### src/rtl/bus_protocol_arbiter.sv
// Round-robin arbiter and dValid/dAck bus master for NREQ requesters.
// Define BUS_ARB_RETRY_EN to keep the round-robin pointer on a timed-out requester.
module bus_protocol_arbiter #(
    parameter int NREQ      = 4,
    parameter int DW        = 8,
    parameter int MIN_VALID = 2,
    parameter int MAX_VALID = 4
) (
    input  logic               clk,
    input  logic               reset,
    input  logic [NREQ-1:0]    req,
    input  logic [NREQ*DW-1:0] req_data,
    output logic [NREQ-1:0]    done,
    output logic [NREQ-1:0]    err,
    output logic               early_ack,
    output logic               busy,
    output logic               dValid,
    output logic [DW-1:0]      data,
    input  logic               dAck
);

    localparam int IW = (NREQ > 1) ? $clog2(NREQ) : 1;
    localparam logic [2:0] MINV = 3'(MIN_VALID);
    localparam logic [2:0] MAXV = 3'(MAX_VALID);
    localparam logic [IW-1:0] LAST = IW'(NREQ - 1);

    typedef enum logic {
        IDLE,
        VALID
    } state_e;

    state_e          state_q, state_d;
    logic [IW-1:0]   ptr_q, ptr_d;
    logic [IW-1:0]   id_q, id_d;
    logic [2:0]      cnt_q, cnt_d;
    logic [DW-1:0]   data_q, data_d;
    logic            dvalid_q, dvalid_d;
    logic            busy_q, busy_d;
    logic            early_q, early_d;
    logic [NREQ-1:0] done_q, done_d;
    logic [NREQ-1:0] err_q, err_d;

    logic            found;
    logic [IW-1:0]   win;
    logic [IW-1:0]   cand;
    logic [IW-1:0]   id_nxt;
    logic [2:0]      cnt_inc;

    // Scan from ptr upward, wrapping; first requester found wins.
    always_comb begin
        found = 1'b0;
        win   = '0;
        cand  = '0;
        for (int i = 0; i < NREQ; i++) begin
            cand = IW'((int'(ptr_q) + i) % NREQ);
            if (!found && req[cand]) begin
                found = 1'b1;
                win   = cand;
            end
        end
    end

    assign id_nxt  = (id_q == LAST) ? '0 : id_q + 1'b1;
    assign cnt_inc = (cnt_q >= MAXV) ? MAXV : cnt_q + 3'd1;

    always_comb begin
        state_d  = state_q;
        ptr_d    = ptr_q;
        id_d     = id_q;
        cnt_d    = cnt_q;
        data_d   = data_q;
        dvalid_d = dvalid_q;
        early_d  = 1'b0;
        done_d   = '0;
        err_d    = '0;
        unique case (state_q)
            IDLE: begin
                if (found) begin
                    id_d     = win;
                    data_d   = req_data[int'(win)*DW +: DW];
                    dvalid_d = 1'b1;
                    cnt_d    = 3'd1;
                    state_d  = VALID;
                end
            end
            VALID: begin
                if (dAck && cnt_q >= MINV) begin
                    dvalid_d     = 1'b0;
                    done_d[id_q] = 1'b1;
                    ptr_d        = id_nxt;
                    cnt_d        = '0;
                    state_d      = IDLE;
                end else if (dAck) begin
                    early_d = 1'b1;
                    cnt_d   = cnt_inc;
                end else if (cnt_q >= MAXV) begin
                    dvalid_d    = 1'b0;
                    err_d[id_q] = 1'b1;
`ifdef BUS_ARB_RETRY_EN
                    ptr_d       = id_q;
`else
                    ptr_d       = id_nxt;
`endif
                    cnt_d       = '0;
                    state_d     = IDLE;
                end else begin
                    cnt_d = cnt_inc;
                end
            end
            default: state_d = IDLE;
        endcase
        busy_d = (state_d == VALID);
    end

    always_ff @(posedge clk or posedge reset) begin
        if (reset) begin
            state_q  <= IDLE;
            ptr_q    <= '0;
            id_q     <= '0;
            cnt_q    <= '0;
            data_q   <= '0;
            dvalid_q <= 1'b0;
            busy_q   <= 1'b0;
            early_q  <= 1'b0;
            done_q   <= '0;
            err_q    <= '0;
        end else begin
            state_q  <= state_d;
            ptr_q    <= ptr_d;
            id_q     <= id_d;
            cnt_q    <= cnt_d;
            data_q   <= data_d;
            dvalid_q <= dvalid_d;
            busy_q   <= busy_d;
            early_q  <= early_d;
            done_q   <= done_d;
            err_q    <= err_d;
        end
    end

    assign dValid    = dvalid_q;
    assign data      = data_q;
    assign busy      = busy_q;
    assign early_ack = early_q;
    assign done      = done_q;
    assign err       = err_q;

endmodule

### config.mk
export PLATFORM = sky130hd
export DESIGN_NAME = bus_protocol_arbiter
export DESIGN_NICKNAME = d
export VERILOG_FILES = /design/src/rtl/bus_protocol_arbiter.sv
export SDC_FILE = /design/constraint.sdc
export NUM_CORES = 1
export LEC_CHECK = 0
export ABC_AREA = 1
export CAP_MARGIN = 20
export CORE_ASPECT_RATIO = 1.75
export CORE_MARGIN = 3
export CORE_UTILIZATION = 25
export DETAILED_ROUTE_END_ITERATION = 6
export PLACE_DENSITY = 0.52
export SYNTH_ARGS = -nofsm -noshare
export SYNTH_HDL_FRONTEND = slang
export SYNTH_SLANG_ARGS = --single-unit
### constraint.sdc
create_clock -name clk -period 2.1 [get_ports clk]
set_input_delay 0.42 -clock clk [delete_from_list [all_inputs] [get_ports clk]]
set_output_delay 0.42 -clock clk [all_outputs]
set_load 0.01 [all_outputs]
# --- Word level (Yosys, flattened, before mapping) ---
# Index checks and enable logic that the tools add are counted.
totals:
  register_bits: 26
op_classes:
  shifts: 1
  n_mux: 47
  n_bitwise: 1
  n_reduce_logical: 12
  eq_ne: 5
  order_cmp: 8
  add_sub_neg: 5
ops:
  columns: ["op", "count"]
  rows:
  - ["variable part select 32 x 6 -> 8 bit", 1]
  - ["2-to-1 mux 4 bit", 6]
  - ["2-to-1 mux 1 bit", 20]
  - ["2-to-1 mux 2 bit", 8]
  - ["less-than comparator 2 x 3 -> 1 bit, second input constant", 5]
  - ["2-to-1 mux 3 bit", 5]
  - ["binary-select mux 1 bit (select 2 bit)", 4]
  - ["one-hot mux 3 bit (2 select lines)", 1]
  - ["AND reduction 3 bit", 2]
  - ["logical AND 1 bit", 5]
  - ["adder 2 x 1 -> 2 bit, second input constant", 2]
  - ["adder 2 bit, second input constant", 2]
  - ["one-hot mux 1 bit (2 select lines)", 2]
  - ["adder 3 x 1 -> 3 bit, second input constant", 1]
  - [">= comparator 3 x 2 -> 1 bit, second input constant", 1]
  - [">= comparator 3 bit, second input constant", 1]
  - ["logical NOT 1 bit", 3]
  - ["!= test 3 x 1 -> 1 bit, second input constant", 1]
  - ["!= test 3 x 2 -> 1 bit, second input constant", 1]
  - ["demux 1 bit (select 2 bit)", 1]
  - ["== test 2 bit, second input constant", 1]
  - [">= comparator 2 x 1 -> 1 bit, second input constant", 1]
  - ["!= test 2 x 1 -> 1 bit, second input constant", 1]
  - ["!= test 2 bit, second input constant", 1]
  - ["3 further kinds", 3]

# --- Depth between registers and ports, before layout ---
logic_depth:
  depth_word: 14
  depth_mapped: 16
  depth_no_buf: 14

# --- Worst setup path after synthesis ---
# Ideal clock, no wire load.
synth_timing:
  path_type: "reg2reg"
  from: "register ptr_q[0]"
  to: "register data_q[0], in the netlist data[0]"
  setup_ns: 0.124
  required_ns: 1.976
  stages_incl_launch_ff: 15
  path_slack_ns: 0.393
  t_arrival_ns: 1.583
  path_buffers: 2
  cell_sequence: "dfrtp_1 buf_6 inv_4 nand2_1 nand3_1 nand2_1 nor2_4 nand3_4 nand3_4 inv_2 buf_6 nand2_1 nand2_1 nand2_1 nand3_1"
synth_between:
  elab_chain_len: 13
  word_cells_on_any_way: 27
synth_lines:
  columns: ["item", "line", "source"]
  rows:
  - ["start: declaration", "33", "logic [IW-1:0] ptr_q, ptr_d;"]
  - ["start signal: assignment", "129", "ptr_q <= ptr_d;"]
  - ["branches (longest 13 deep; another with adder 2 x 1 -> 2 bit)", null, null]
  - ["end signal: assignment", "132", "data_q <= data_d;"]
  - ["end: declaration", "36", "logic [DW-1:0] data_q, data_d;"]
# Parallel ways; which one is timed is not known. The select of a mux whose other input is x is not followed.
# A chain may end at the register's enable or synchronous reset.

# --- Final worst setup path ---
layout_timing:
  from: "input req[1]"
  to: "register data_q[6], in the netlist data[6]"
layout_between:
  elab_chain_len: 13
  word_cells_on_any_way: 24
layout_lines:
  columns: ["item", "line", "source"]
  rows:
  - ["start: declaration", "11", "input logic [NREQ-1:0] req,"]
  - ["binary-select mux 1 bit (select 2 bit)", "56", "if (!found && req[cand]) begin"]
  - ["2-to-1 mux 1 bit (implied by the code)", "56", null]
  - ["2-to-1 mux 1 bit", "56", null]
  - ["logical NOT 1 bit", "56", null]
  - ["logical AND 1 bit", "56", null]
  - ["2-to-1 mux 1 bit", "56", null]
  - ["logical NOT 1 bit", "56", null]
  - ["logical AND 1 bit", "56", null]
  - ["2-to-1 mux 1 bit", "56", null]
  - ["logical NOT 1 bit", "56", null]
  - ["logical AND 1 bit", "56", null]
  - ["2-to-1 mux 2 bit / 2-to-1 mux 1 bit (equally long branches)", "56", null]
  - ["variable part select 32 x 6 -> 8 bit / AND reduction 2 bit (equally long branches)", null, null]
# Several ways; a longest one is shown, not always the timed one. The select of a mux whose other input is x is not followed.

==> flow_metrics.tcl <==
set metrics [dict create \
    status "complete, no violations" \
    synthesis.area_mm2 0.00160 \
    layout.nets 342 \
    avgSynthCellArea_um2 6.91 \
    cts-resized-gates 0 \
    ant_nets 0 \
    design.portCount 58 \
    yosysWarnings 0 \
    n_fill_cell 664 \
    cts_num_sinks 26 \
    instances_no_fill 377 \
    initial_utilization_pct 25.7 \
    drc 0 \
    cts_buffers 3 \
    pre_cts_ws_ns -0.165 \
    worst-path-max-fanout 17 \
    root_buffer "clkbuf_8" \
    synth_compound_area_share_pct 4.22 \
    min_period_over_period_pct 90.2 \
    register_area_um2 652 \
    p_int_mw 1.86 \
    clk_pin_slew_ns 0.09 \
    synthMuxAreaShare_pct 0 \
    pwr-share-comb_pct 67.9 \
    rows 38 \
    die_y_um 112 \
    cellLeakagePower_nw 1.20 \
    synth_nets 276 \
    hpwl_um 3300 \
    overflow 0 \
    routed_wl_um 4020 \
    hold_violations 0 \
    met1Wirelength_um 1470 \
    post_drt_wl_per_cell_um 10.7 \
    setup_viol 0 \
    worstSetupPathType "in -> reg" \
    fin_ws_ns 0.206 \
    final.setup.tns_ns 0 \
    synth_xor_area_share_pct 0 \
    area_growth_pct 49.0 \
    clock.fmax_ghz 0.528 \
    crit_required_ns 2.27 \
    synthCells 232 \
    antenna_found_initial 0 \
    port_buffers 57 \
    synth_top_area_cell "dfrtp_1" \
    grt_pass1_wl_um 6720 \
    first_global_vias 1548 \
    dp_cells 373 \
    worst_ep_arrival_time_ns 2.06 \
    ir_drop_mv 0.616 \
    tightest_slew_ns 0.411 \
    synth_top_family_by_area "simple AND/OR/NAND/NOR gates" \
    num_vias 1606 \
    routabilityCongestion 0.734 \
    fin_crit_ns 1.89 \
    postLayoutCoreUtil_pct 38.3 \
    netlist_top_cells_area "dfrtp_1 41%, nand2_1 25%, inv_1 6.3%" \
    grt_max_degree 27 \
    post_cts_buffers 0 \
    slew_viol_final 0 \
    seqPwrFrac_pct 23.2 \
    drive_above_1_share_pct 9.43 \
    drtPass1Iterations 7 \
    cp-start-kind "input port" \
    n_antenna_cell 0 \
    h-tree-depth 1 \
    fin_total_pwr_mw 3.59 \
    highest_layer "met4" \
    viasPerCell 4.26 \
    synth_cell_types 21 \
    p_clk_share_pct 9.0 \
    ys_seq_area_share_pct 40.6 \
    tritoncts "yes" \
    synth-simple-area-share_pct 41.5 \
    die_width_um 66.5 \
    hold_path.class "in -> async" \
    slew_headroom_pct 72.6 \
    rsz0062_at_grt "false" \
    met2_length_um 2290 \
    ys_ff_latch 26 \
    synth_top_area_share_pct 40.6 \
    dieArea_mm2 0.00745 \
    end_kind "register" \
    synthAdderAreaFrac_pct 3.90 \
    multi_input_area_um2 810 \
    cts_buffer_depth 2 \
    grtUsageTotal_pct 11.4 \
    post_cts_hold_buffer_count 0 \
    switching_power_mw 1.73 \
    power.density_mw_per_mm2 1500 \
    clock_latency_ns 0.27 \
    maxCapViolCount 0 \
    wl_met3_um 221 \
    core-area_mm2 0.00623 \
    skew_ns 0.00297 \
    p_sw_share_pct 48.3 \
    drt_iter0_drc 64 \
]
-- cells in the mapped netlist --
master and instances:
buf_4 1, buf_1 1, inv_4 1, nand3_1 20, buf_2 1, nand2_1 106
inv_1 27, o21ai_0 9, nand4_1 3, nand2_2 3, nor2_2 3, nand3_4 2
ha_1 5, a21oi_1 3, buf_6 2, nor2_1 5, o21a_1 1, dfrtp_1 26
nor2_4 1, nor3_1 9, inv_2 3
-- through the flow --
step	hold slack [ns]	cell area [µm²]
2_1_floorplan	0.460	1600
3_3_place_gp	0.482	2310
3_5_place_dp	0.485	2310
4_1_cts	0.510	2370
5_1_grt	0.527	2390
6_report	0.496	2390
-- critical path: stages --
cell	delay, ns
clkdlybuf4s50_1	0.48
inv_1	0.05
nand2_1	0.08
nand3_1	0.11
nand2_1	0.14
inv_1	0.08
nand2_1	0.07
nand2_1	0.09
nand3_4	0.11
buf_12	0.15
nand2_1	0.06
nand3_1	0.06
nand2_1	0.06
nand2_1	0.05
nand2_1	0.04
-- cells by family after synthesis --
| kind of cell | after synthesis |
|---|---|
| flops | 26 |
| fa+ha+maj | 5 |
| simple gates | 152 |
| compound gates | 13 |
| buf+inv | 36 |
-- path summary, 6_finish.rpt --
kind                            slack (ns)       end      from  depth (start not counted)
worst max-delay path                  0.21   data[6]    req[1]                         15
min in group clk                      0.51   data[5]   data[5]                          2
worst max register to register        0.22   data[6]  ptr_q[0]                         14
max in group asynchronous             1.32  ptr_q[0]     reset                          3
worst min-delay path                  0.50    err[1]     reset                          3
worst min register to register        0.51   data[5]   data[5]                          2
-- power groups by stage --
stage	logic [mW]	clock network, mW	registers [mW]
after floorplan	1.59	0	0.839
after global placement	2.39	0	0.840
after detailed placement	2.42	0	0.839
after CTS	2.44	0.336	0.831
after global routing	2.78	0.350	0.859
final	2.44	0.322	0.833
-- layer usage --
| metal | track usage (%) | vias to the layer above |
|---|---|---|
| met4 | 3.26 | 0 |
| li1 | - | 848 |
| met2 | 22.4 | 44 |
| met5 | 0 | - |
| met1 | 11.9 | 712 |
| met3 | 1.41 | 2 |
-- cell type report --
| class | instances | share of cell area (%) |
|---|---|---|
| clock buffers | 4 | 2.30 |
| inverters | 31 | 5.08 |
| multi-input cells | 170 | 33.9 |
| flip-flops and latches | 26 | 27.3 |
| well taps | 80 | 4.19 |
| repair buffers | 66 | 27.2 |
-- state kept, by name (all words and copies together), names as in the netlist --
| signal | count |
|---|---|
| data | 8 |
| done | 4 |
| dValid | 1 |
| busy | 1 |
| id_q | 2 |
| err | 4 |
| early_ack | 1 |
| ptr_q | 2 |
| cnt_q | 3 |
-- cells in the final DEF (no fill, tap or decap), drive strengths merged --
cell type and n:
a21oi 3, buf 9, clkbuf 4, clkdlybuf4s50 57
dfrtp 26, ha 5, inv 31, nand2 109
nand3 22, nand4 3, nor2 9, nor3 9
o21a 1, o21ai 9
(Power assumes the default switching activity.)
